## src/rtl/lfsr_pkg.sv

```systemverilog
// Shared types and maximal-length tap constants for the LFSR pattern generator.
package lfsr_pkg;

  typedef enum logic {LFSR_FIB_XNOR, LFSR_GAL_XOR} lfsr_mode_t;

  typedef enum logic {IDLE, RUN} fsm_state_t;

  localparam logic [7:0]  LFSR_POLY_8  = 8'hB8;
  localparam logic [15:0] LFSR_POLY_16 = 16'hB400;
  localparam logic [31:0] LFSR_POLY_32 = 32'h8020_0003;
  localparam logic [63:0] LFSR_POLY_64 = 64'hD800_0000_0000_0000;

endpackage

```

## src/rtl/lfsr_step.sv

```systemverilog
// Combinational single LFSR step: Fibonacci XNOR shift-left or Galois XOR shift-right.
module lfsr_step
  import lfsr_pkg::*;
#(
  parameter int unsigned WIDTH = 64,
  parameter logic [63:0] POLY  = LFSR_POLY_64,
  parameter int unsigned MODE  = 0
) (
  input  logic [WIDTH-1:0] cur,
  output logic [WIDTH-1:0] nxt
);

  localparam logic [WIDTH-1:0] TAPS = POLY[WIDTH-1:0];

  generate
    if (MODE == 32'(LFSR_GAL_XOR)) begin : g_galois
      assign nxt = (cur >> 1) ^ (cur[0] ? TAPS : {WIDTH{1'b0}});
    end else begin : g_fib
      assign nxt = {cur[WIDTH-2:0], ~^(cur & TAPS)};
    end
  endgenerate

endmodule

```

## src/rtl/lfsr_pattern_gen.sv

```systemverilog
// Valid/ready LFSR pattern source with seed load, lockup rejection and beat counter.
// Optional LFSR_PERIOD_CHECK_EN adds period_done, pulsed when the sequence returns to its start state.
module lfsr_pattern_gen
  import lfsr_pkg::*;
#(
  parameter int unsigned      WIDTH          = 64,
  parameter logic [63:0]      POLY           = LFSR_POLY_64,
  parameter int unsigned      MODE           = 0,
  parameter int unsigned      STEPS_PER_BEAT = 1,
  parameter logic [WIDTH-1:0] SEED           = WIDTH'(1)
) (
  input  logic             clk,
  input  logic             reset_n,
  input  logic             seed_load,
  input  logic [WIDTH-1:0] seed,
  input  logic             en,
  input  logic             out_ready,
  output logic             out_valid,
  output logic [WIDTH-1:0] out_data,
  output logic             lockup,
  output logic [31:0]      beat_count
`ifdef LFSR_PERIOD_CHECK_EN
  ,
  output logic             period_done
`endif
);

  localparam bit               GALOIS   = (MODE == 32'(LFSR_GAL_XOR));
  localparam logic [WIDTH-1:0] LOCK_VAL = GALOIS ? {WIDTH{1'b0}} : {WIDTH{1'b1}};

  fsm_state_t       state_q, state_nxt;
  logic [WIDTH-1:0] lfsr_q, lfsr_nxt;
  logic [WIDTH-1:0] beat_c;
  logic [31:0]      count_nxt;
  logic             lockup_nxt;
  logic             valid_nxt;
  logic             hs_c;
  logic             seed_bad_c;

  // Unrolled chain of single steps forming one beat
  logic [WIDTH-1:0] chain [STEPS_PER_BEAT+1];
  assign chain[0] = lfsr_q;
  for (genvar i = 0; i < STEPS_PER_BEAT; i++) begin : g_chain
    lfsr_step #(.WIDTH(WIDTH), .POLY(POLY), .MODE(MODE)) u_step (
      .cur(chain[i]),
      .nxt(chain[i+1])
    );
  end
  assign beat_c = chain[STEPS_PER_BEAT];

  assign out_data   = lfsr_q;
  assign hs_c       = out_valid && out_ready;
  assign seed_bad_c = (seed == LOCK_VAL);

`ifdef LFSR_PERIOD_CHECK_EN
  logic [WIDTH-1:0] start_q, start_nxt;
  logic             period_nxt;
`endif

  // Next-state: seed_load overrides everything, including a same-cycle handshake
  always_comb begin
    state_nxt  = state_q;
    lfsr_nxt   = lfsr_q;
    count_nxt  = beat_count;
    lockup_nxt = lockup;
`ifdef LFSR_PERIOD_CHECK_EN
    start_nxt  = start_q;
    period_nxt = 1'b0;
`endif
    if (seed_load) begin
      state_nxt  = IDLE;
      lfsr_nxt   = seed_bad_c ? SEED : seed;
      count_nxt  = 32'd0;
      lockup_nxt = lockup | seed_bad_c;
`ifdef LFSR_PERIOD_CHECK_EN
      start_nxt  = seed_bad_c ? SEED : seed;
`endif
    end else begin
      case (state_q)
        IDLE: if (en) state_nxt = RUN;
        RUN: begin
          if (hs_c) begin
            lfsr_nxt  = beat_c;
            count_nxt = beat_count + 32'd1;
`ifdef LFSR_PERIOD_CHECK_EN
            period_nxt = (beat_c == start_q);
`endif
          end
          if (!en) state_nxt = IDLE;
        end
        default: state_nxt = IDLE;
      endcase
    end
    valid_nxt = (state_nxt == RUN);
  end

  always_ff @(posedge clk or negedge reset_n) begin
    if (!reset_n) begin
      state_q    <= IDLE;
      lfsr_q     <= SEED;
      out_valid  <= 1'b0;
      lockup     <= 1'b0;
      beat_count <= 32'd0;
    end else begin
      state_q    <= state_nxt;
      lfsr_q     <= lfsr_nxt;
      out_valid  <= valid_nxt;
      lockup     <= lockup_nxt;
      beat_count <= count_nxt;
    end
  end

`ifdef LFSR_PERIOD_CHECK_EN
  always_ff @(posedge clk or negedge reset_n) begin
    if (!reset_n) begin
      start_q     <= SEED;
      period_done <= 1'b0;
    end else begin
      start_q     <= start_nxt;
      period_done <= period_nxt;
    end
  end
`endif

endmodule

```

## config.mk

```make
export PLATFORM = sky130hd
export DESIGN_NAME = lfsr_pattern_gen
export DESIGN_NICKNAME = d
export VERILOG_FILES = /design/src/rtl/lfsr_pkg.sv /design/src/rtl/lfsr_step.sv /design/src/rtl/lfsr_pattern_gen.sv
export SDC_FILE = /design/constraint.sdc
export NUM_CORES = 1
export LEC_CHECK = 0
export BUFFER_PORTS_ARGS = -buffer_cell sky130_fd_sc_hd__clkbuf_2
export CAP_MARGIN = 20
export CORE_MARGIN = 3
export CORE_UTILIZATION = 56
export CTS_BUF_LIST = sky130_fd_sc_hd__clkbuf_8
export CTS_CLUSTER_SIZE = 8
export DETAILED_ROUTE_END_ITERATION = 8
export PLACE_DENSITY = 0.87
export SKIP_CTS_REPAIR_TIMING = 1
export SYNTH_ARGS = -nofsm -noshare
export SYNTH_HDL_FRONTEND = slang
export SYNTH_SLANG_ARGS = --single-unit
```

## constraint.sdc

```tcl
create_clock -name clk -period 4.7 [get_ports clk]
set_input_delay 0.705 -clock clk [delete_from_list [all_inputs] [get_ports clk]]
set_output_delay 0.705 -clock clk [all_outputs]
set_load 0.005 [all_outputs]
```

[After elaboration in Yosys (flattened, before gate mapping)]
Index checks and enable logic that the tools add are counted.
Operators by class
  add/sub/neg operators: 1
  equal/unequal tests: 1
  muxes and demuxes: 9
  bitwise gates (word level): 1
  reduce and logical (&&, ||, !) cells: 5
Operators with widths (count)
  2-to-1 mux 64 bit: 4
  2-to-1 mux 32 bit: 3
  equality test 64 bit, second input constant: 1
  XNOR reduction 64 bit: 1
  adder 32 x 1 -> 32 bit, second input constant: 1
  nonzero test 2 bit: 2
  2-to-1 mux 1 bit: 2
  AND reduction 2 bit: 1
  logical AND 1 bit: 1
  OR 1 bit: 1
Word-level totals
  register bits: 98
  bits of input ports: 69
  output and inout port bits: 98
  logic and storage cells: 21

[Logic depth before layout (Yosys ltp)]
Gate-level depths: netlist (run 1).
  word-level depth: 4
  gate-level depth with buffers: 6

[Cells and area by module]
From an unflattened synthesis (run 1), not the netlist that was laid out.
Unflattened totals
  cell total of the unflattened synthesis: 558
  area total of the unflattened synthesis: 5429.0 um^2
Modules (own cells, without submodules)
  lfsr_pattern_gen: times used 1, cells an instance 492, area each 4929.7 um^2
  lfsr_step: times used 1, cells an instance 66, area each 499.2 um^2

[Least setup slack after synthesis (run 1)]
OpenSTA, ideal clock, no wires.
  path kind: input -> register
  from: in out_ready
  to: reg beat_count[31]
  setup time: 0.125 ns
  data arrival time: 1.971 ns
  data required time: 4.575 ns
  slack: 2.604 ns
  stages: 5
  path through: nand2_2 > or3_4 > buf_6 > nor4_1 > mux2_2
On the way
  word-level cells in the longest chain between the ends: 3
RTL lines
  start: declaration: RTL line lfsr_pattern_gen.sv:17  | input logic out_ready,
  logical AND 1 bit: RTL line lfsr_pattern_gen.sv:52  | assign hs_c = out_valid && out_ready;
  nonzero test 2 bit (no source line)
  AND reduction 2 bit (no source line)
  end signal: assignment: RTL line lfsr_pattern_gen.sv:109  | beat_count <= count_nxt;
  end: declaration: RTL line lfsr_pattern_gen.sv:21  | output logic [31:0] beat_count
No other way between the ends.
A chain may end at the register's enable or synchronous reset.

[Worst setup path in the final report (run 1)]
  from: reg beat_count[1]
  to: reg beat_count[18]
On the way
  word-level cells in the longest chain between the ends: 4
RTL lines
  adder 32 x 1 -> 32 bit: RTL line lfsr_pattern_gen.sv:84  | count_nxt = beat_count + 32'd1;
  2-to-1 mux 32 bit: RTL line lfsr_pattern_gen.sv:82  | if (hs_c) begin
  2-to-1 mux 32 bit: RTL line lfsr_pattern_gen.sv:79  | case (state_q)
  2-to-1 mux 32 bit: RTL line lfsr_pattern_gen.sv:70  | if (seed_load) begin
No other way between the ends. The select of a mux whose other input is x is not followed.

==> results.md, run 1 <==
* Max clock buf depth at 2
* Yosys warns at 0
* GRT Residual Overflow at 0
* First-pass GRT wire length at 20600 µm
* Commonest non-fill, non-tap cell in the layout: clkbuf_2
* Rows at 33
* Fin worst setup slack at ~2300 ps
* Initial antenna violation count at 0
* Core box area at roughly 0.0084 mm²
* Dpl cells at around 730
* H-Tree Depth at 3
* Req. time, crit path at 4960 ps
* Max IR drop VDD at ~0.00016 V
* Period utilisation layout at roughly 52%
* Overall die width at between 100 and 150 µm
* RSZ-0062 raised after global routing: no
* Pin count of the biggest net entering global routing at 104
* Syn_nets at between 500 and 600
* Most frequent cells in the layout: 164 x clkbuf_2, 97 x dfrtp_1, 74 x nand2_1, 63 x mux2i_1, 63 x o22ai_1
* R2R Path End: beat_count[18]
* Crit path launch: beat_count[1]
* GPL Wtd Cong at 0.820
* Status: complete, no violations
* Clock latency on the worst-skew pair at roughly 350 ps
* DR WL/cell at between 15 and 20 µm
* Overall power at between 1.5 and 2 mW
* Max frequency at roughly 410 MHz
* Via count at roughly 4400
* Slew headroom at between 20% and 30%
* Synth Instances at 495
* Leak at around 2.8 nW
* Reg2reg path depth at 5
* FF-to-FF Start: beat_count[1]
* WL final at about 13000 µm
* Yosys reg bits at a little under 100
* Final count of hold timing violations at 0
* Critical Path Sink Type: flip-flop
* Clock-pin slew on the worst setup and hold paths at around 100 ps
* Pin slew with the least headroom to its limit at between 1000 and 1500 ps
* Clock sinks at 98
* WS Path Type: flip-flop to flip-flop
* Total GRT Usage at between 20% and 30%
* Unique masters post-synth at 35
* Reg2Reg Setup Slack at roughly 2300 ps
* TNS Setup at 0 ps
* Seq/Total Area, Yosys at approximately half
* Die Y at around 100 µm
* Port Buffers at between 150 and 200
* Pwr/cell area at about 290 mW/mm²
* Initial core utilization at 59.3%
* I/O pin cnt at 167
* Finished Core Util at between 70% and 80%
* Final antenna-violating net count at 0
* CP Data Arrival Time at 2690 ps
* Nets at between 700 and 800
* Final non-filler cell total at roughly 750
* MaxCap Viol Count at 0
* First drt pass iteration count at 5
* Area Overhead vs Synth at 20.8%
* Type of element launching the critical path: flip-flop
* Root buf cell: clkbuf_8
* Skew final at about 17 ps
* Residual DRC at 0
* Tmin final at 2430 ps
* Hold Path Class: input port to asynchronous set/reset pin
* Die Footprint at 0.0101 mm²
* Max FO, Critical Path at 19
* Place WS at around 1800 ps
* Syn avg cell area at between 10 and 15 µm²
* Layout cell share with drive strength beyond 1 at 32.0%
* HPWL after detailed placement at approximately 9100 µm
* DR iter-0 viols at 208
* Termination of the worst setup path: beat_count[18]
* Vias in the first global route at 4264
* Mapped cell area at approximately 0.0050 mm²
* Via/cell ratio at 5.87
* Fin. max-slew vios at 0
* Final setup violation count at 0
* # fillers at roughly 670
* TritonCTS clock tree: done
* Number of CTS-inserted buffers at 9
* Ant diodes at 0
metal layers:
metal  up-vias  part of all wire [%]  track usage, %
met5         -                     0               0
met4         0                   1.2            7.46
met3        17                   6.9            5.21
met2       161                    50            42.4
met1      2105                    42            33.4
li1       2109                     -               -
worst min path at each step:
stage | cells after the start | to | slack (ps)
2_1_floorplan | 0 | beat_count[0] | 410
3_3_place_gp | 1 | lockup | 470
3_5_place_dp | 1 | lockup | 460
4_1_cts | 1 | beat_count[28] | 430
5_1_grt | 1 | out_data[47] | 460
6_report | 1 | beat_count[30] | 390
stage by stage:
| stage | instance area, µm² | hold slack [ps] |
|---|---|---|
| after global placement | 5820 | 468 |
| after CTS | 6010 | 430 |
| after global routing | 6030 | 458 |
| final | 6030 | 387 |
| after floorplan | 4990 | 409 |
| after detailed placement | 5820 | 465 |
state kept, by name, indices dropped and copies added (netlist names):
register	cells
beat_count	32
lockup	1
state_q	1
out_data	64
cells in the mapped netlist:
| master | instances | area share (%) |
|---|---|---|
| buf_2 | 7 | 0.70 |
| or3_4 | 1 | 0.23 |
| or3_1 | 4 | 0.50 |
| and2_1 | 1 | 0.13 |
| inv_1 | 6 | 0.45 |
| nand3_1 | 10 | 1.0 |
| or4_1 | 8 | 1.2 |
| nor3_1 | 1 | 0.10 |
| nand4_2 | 1 | 0.25 |
| dfstp_2 | 1 | 0.53 |
| buf_1 | 5 | 0.38 |
| o21ai_0 | 5 | 0.50 |
| ha_1 | 1 | 0.25 |
| mux2i_1 | 63 | 13 |
| a21o_1 | 1 | 0.15 |
| nor2b_1 | 9 | 1.1 |
| nand4_4 | 1 | 0.43 |
| nor4_1 | 11 | 1.4 |
| xor2_1 | 4 | 0.70 |
| clkbuf_1 | 24 | 1.8 |
| buf_6 | 2 | 0.45 |
| mux2_2 | 9 | 2.0 |
| nor2_1 | 20 | 1.5 |
| and4_1 | 6 | 1.1 |
| xnor2_1 | 10 | 1.8 |
| nand2_2 | 1 | 0.13 |
| dfrtp_1 | 97 | 49 |
| o22ai_1 | 63 | 7.9 |
| nand4_1 | 22 | 2.8 |
| or2_2 | 1 | 0.13 |
| or4_4 | 1 | 0.23 |
| o31ai_1 | 8 | 1.2 |
| a21oi_1 | 13 | 1.3 |
| nand2_1 | 74 | 5.6 |
| nor4_2 | 4 | 1.0 |
worst max-delay path, cell delays in order, from the launching register on:
cell and delay, ps:
dfrtp_1 430, ha_1 220, and4_1 240, nand4_1 580, or4_1 720, a21oi_1 160
power breakdown:
part | total (mW) | switching [mW] | internal, mW | leakage [nW]
clock network | 0.536 | 0.289 | 0.247 | 0.107
registers | 0.951 | 0.0514 | 0.900 | 1.25
logic | 0.264 | 0.139 | 0.125 | 1.40
total | 1.75 | 0.480 | 1.27 | 2.76
area by class of cell:
type	instances	area [µm²]	share of cell area (%)
Inverter	6	22.5	0.373
Tap cell	105	131	2.18
Timing Repair Buffer	170	878	14.6
Multi-Input combinational cell	353	2360	39.0
Sequential cell	98	2450	40.7
Clock buffer	9	124	2.05
Clock inverter	7	68.8	1.14
logic make-up (layout without fill, tap and decap cells):
family	count (synthesis)	count (layout)	share of synthesized area, %
adders and majority gates	1	1	0.250
DFF	98	98	49.1
AOI/OAI and AO/OA	90	90	11.0
buffers and inverters	44	192	3.78
xor gates and xnor gates	14	14	2.45
muxes	72	72	14.7
and+or+nand+nor	176	176	18.7
Note: power is estimated with default switching activity, not from simulation.
==> run 2, diff against run 1 <==
--- a/config.mk
+++ b/config.mk
@@ -5,14 +5,15 @@
 export SDC_FILE = /design/constraint.sdc
 export NUM_CORES = 1
 export LEC_CHECK = 0
+export ABC_AREA = 1
 export BUFFER_PORTS_ARGS = -buffer_cell sky130_fd_sc_hd__clkbuf_2
 export CAP_MARGIN = 20
 export CORE_MARGIN = 3
-export CORE_UTILIZATION = 56
+export CORE_UTILIZATION = 49
 export CTS_BUF_LIST = sky130_fd_sc_hd__clkbuf_8
 export CTS_CLUSTER_SIZE = 8
 export DETAILED_ROUTE_END_ITERATION = 8
-export PLACE_DENSITY = 0.87
+export PLACE_DENSITY = 0.79
 export SKIP_CTS_REPAIR_TIMING = 1
 export SYNTH_ARGS = -nofsm -noshare
 export SYNTH_HDL_FRONTEND = slang
==> constraint.sdc (replaced) <==
create_clock -name clk -period 2.07 [get_ports clk]
set_input_delay 0.3105 -clock clk [delete_from_list [all_inputs] [get_ports clk]]
set_output_delay 0.3105 -clock clk [all_outputs]
set_load 0.005 [all_outputs]
==> run 2 against run 1 <==
- global-route usage is 0.18 points higher
- clock-buffer cell count did not move
- utilization down 9.6 points
- first-iteration DRC count grew to 2.9 times the previous value
- clock power increased to 2.5 times the previous value
- critical path type unchanged
- critical endpoint is now beat_count[26]
==> results.md, run 2 <==
* Status: complete, no violations
* Layout cell share with drive strength beyond 1 at 21.5% (-11 points)
* Rows at 38 (+15%)
* Area Overhead vs Synth at 21.5%
* Area of the multi-input gates at 0.00256 mm² (+8.8%)
* Slew headroom at 63.2% (+37 points)
* Number of flops mapped to enable cells by yosys at 0 (unchanged)
* Via/cell ratio at 5.22 (-11%)
* Max IR drop VDD at 0.000341 V (+110%)
* Commonest non-fill, non-tap cell in the layout: clkbuf_2
* Max frequency at 570 MHz (+38%)
* Most used cell, CP: nor2_1
* Synth Instances at 820 (+66%)
* Nets at 1039 (+47%)
* Max clock buf depth at 2 (unchanged)
* WP buf/inv at 0 (unchanged)
* First-pass GRT wire length at 27000 µm (+31%)
* H-Tree Depth at 3 (unchanged)
* Pin count of the biggest net entering global routing at 69 (-34%)
* Share of the synthesized area in the top cell type at 43.3% (-5.3 points)
* Pin slew with the least headroom to its limit at 553 ps (-552 ps)
* TNS Setup at 0 ps (unchanged)
* Syn avg cell area at 6.83 µm² (-32%)
* Final setup violation count at 0 (unchanged)
* FF-to-FF Start: beat_count[0]
* Met3 usage at 4.44% (-0.77 points)
* Period utilisation layout at 84.8% (+33 points)
* Crit path cell chain: ha_1 > nand2_1 > nor2_1 > nand3_1 > nor2_1 > nand3_1 > o21ai_0 > nor2_1
* Port Buffers at 166 (unchanged)
* Type of element launching the critical path: flip-flop
* Post-synth ARST share at 100% (unchanged)
* Most frequent cells in the layout: 165 x clkbuf_2, 164 x nand2_1, 142 x o21ai_0, 132 x nor2_1, 110 x inv_1
* RSZ-0062 raised after global routing: no
* Yosys warns at 0 (unchanged)
* Slowest CP cell: dfrtp_1
* Met1 global-route usage at 35.9% (+2.5 points)
* GRT Residual Overflow at 0 (unchanged)
* MaxCap Viol Count at 0 (unchanged)
* Yosys reg bits at 98 (unchanged)
* I/O pin cnt at 167 (unchanged)
* CP Data Arrival Time at 2010 ps (-680 ps)
* GRT busiest layer: met2
* Max reg flops at 64 (unchanged)
* Die Footprint at 0.0128 mm² (+26%)
* Met2 GRT Util at 40.6% (-1.8 points)
* Levels on crit path at 8 (+3)
* R2R Path End: beat_count[26]
* Hold Path Class: input port to flip-flop
* Reg2Reg Setup Slack at 310 ps (-1960 ps)
* Syn_nets at 890 (+58%)
* Clock latency on the worst-skew pair at 360 ps (about the same)
* Core box area at 0.0110 mm² (+30%)
* Clock-pin slew on the worst setup and hold paths at 90 ps (about the same)
* Seq/Total Area, Yosys at 43.8% (-5.3 points)
* Count leader, synth: nand2_1
* Req. time, crit path at 2320 ps (-2640 ps)
* Largest area contributor in the netlist: dfrtp_1
* Crit path launch: beat_count[0]
* Overall die width at 113 µm (+12%)
* WL final at 15900 µm (+25%)
* DR WL/cell at 14.2 µm (-16%)
* Clock sinks at 98 (unchanged)
* Critical Path Sink Type: flip-flop
* # fillers at 1007 (+51%)
* Via count at 5810 (+32%)
* Skew final at 15.6 ps (-1.43 ps)
* TritonCTS clock tree: done
* CP max stage delay at 430 ps (-290 ps)
* Termination of the worst setup path: beat_count[26]
* Vias in the first global route at 5522 (+30%)
* Initial antenna violation count at 0 (unchanged)
* Overall power at 4.23 mW (+140%)
* Number of CTS-inserted buffers at 9 (unchanged)
* Synth Flop Type: dfrtp_1
* Reg2reg path depth at 8 (+3)
* Initial core utilization at 51.0% (-8.3 points)
* Residual DRC at 0 (unchanged)
* Final count of hold timing violations at 0 (unchanged)
* Leak at 3.67 nW (+33%)
* Ant diodes at 0 (unchanged)
* Commonest cells in the netlist: 166 x nand2_1, 142 x o21ai_0, 132 x nor2_1
* Total GRT Usage at 25.5% (+0.18 points)
* HPWL after detailed placement at 11400 µm (+25%)
* Fin. max-slew vios at 0 (unchanged)
* Max FO, Critical Path at 5 (-14)
* GPL Wtd Cong at 0.868 (+5.8%)
* FF+latch area at 0.00245 mm² (unchanged)
* WS Path Type: flip-flop to flip-flop
* Die Y at 113 µm (+12%)
* Unique masters post-synth at 31 (-11%)
* Tmin final at 1760 ps (-672 ps)
* First drt pass iteration count at 5 (unchanged)
* Mapped cell area at 0.00560 mm² (+12%)
* Dominant cells by area after synthesis: dfrtp_1 43%, o21ai_0 13%, nand2_1 11%
* Final antenna-violating net count at 0 (unchanged)
* Root buf cell: clkbuf_8
* DR iter-0 viols at 593 (+190%)
* CP top delay family: simple AND/OR/NAND/NOR gates
* Pwr/cell area at 622 mW/mm² (+110%)
==> run 2: cell types whose count changed after synthesis, sizes merged, moves of 14 or more <==
cell and delta:
nor4 -15, nand4 -20, o21ai +137, nand3 +14, nor2 +115, a21oi +62
mux2i -63, nand2 +93, o22ai -63, inv +105
==> run 2: area by class of cell <==
class                      instances  share of cell area [%]
multi-input combinational        567                    37.6
clock buffer                       9                    1.82
tap                              140                    2.57
timing repair buffer             182                    14.6
inverter                         111                    6.12
sequential                        98                    36.0
clock inverter                     6                    1.23
==> run 2: metal layers <==
metal / routed length (µm) / up-vias
li1: - / 2889
met1: 7030 / 2672
met2: 7410 / 229
met3: 1170 / 20
met4: 242 / 0
met5: 0 / -
==> run 2: kinds of logic after synthesis <==
logic type	count (synthesis)	synth area share (%)
flops	98	43.8
simple gates	344	25.3
fa+ha+maj	1	0.223
xor+xnor	2	0.313
buf+inv	155	10.5
compound gates	220	19.8
==> run 2: worst min path at each step <==
stage                     startpoint             to  depth (start not counted)
after CTS                    reset_n   out_data[11]                          1
after global placement       reset_n   out_data[11]                          1
after detailed placement     reset_n   out_data[11]                          1
after floorplan              reset_n  beat_count[0]                          0
final                             en        state_q                          3
after global routing              en        state_q                          3
==> run 2: worst min-delay path, cell delays in order <==
cell and delay, ps:
clkbuf_2 80, inv_1 40, nor2_1 40
==> run 2: metrics by stage <==
stage	hold WS [ps]	setup slack (ps)	util [%]	instance area [µm²]	instances
global placement	228	307	60.0	6590	1097
CTS	-168	338	61.9	6800	1112
detailed placement	229	310	60.0	6590	1097
finish	157	314	62.0	6810	1113
floorplan	14.9	624	-	5600	820
global route	159	141	62.0	6810	1113
==> run 2: power breakdown <==
| part | switching, mW | internal [mW] |
|---|---|---|
| Clock | 0.668 | 0.669 |
| Sequential | 0.143 | 2.06 |
| Combinational | 0.398 | 0.297 |
| Total | 1.21 | 3.02 |
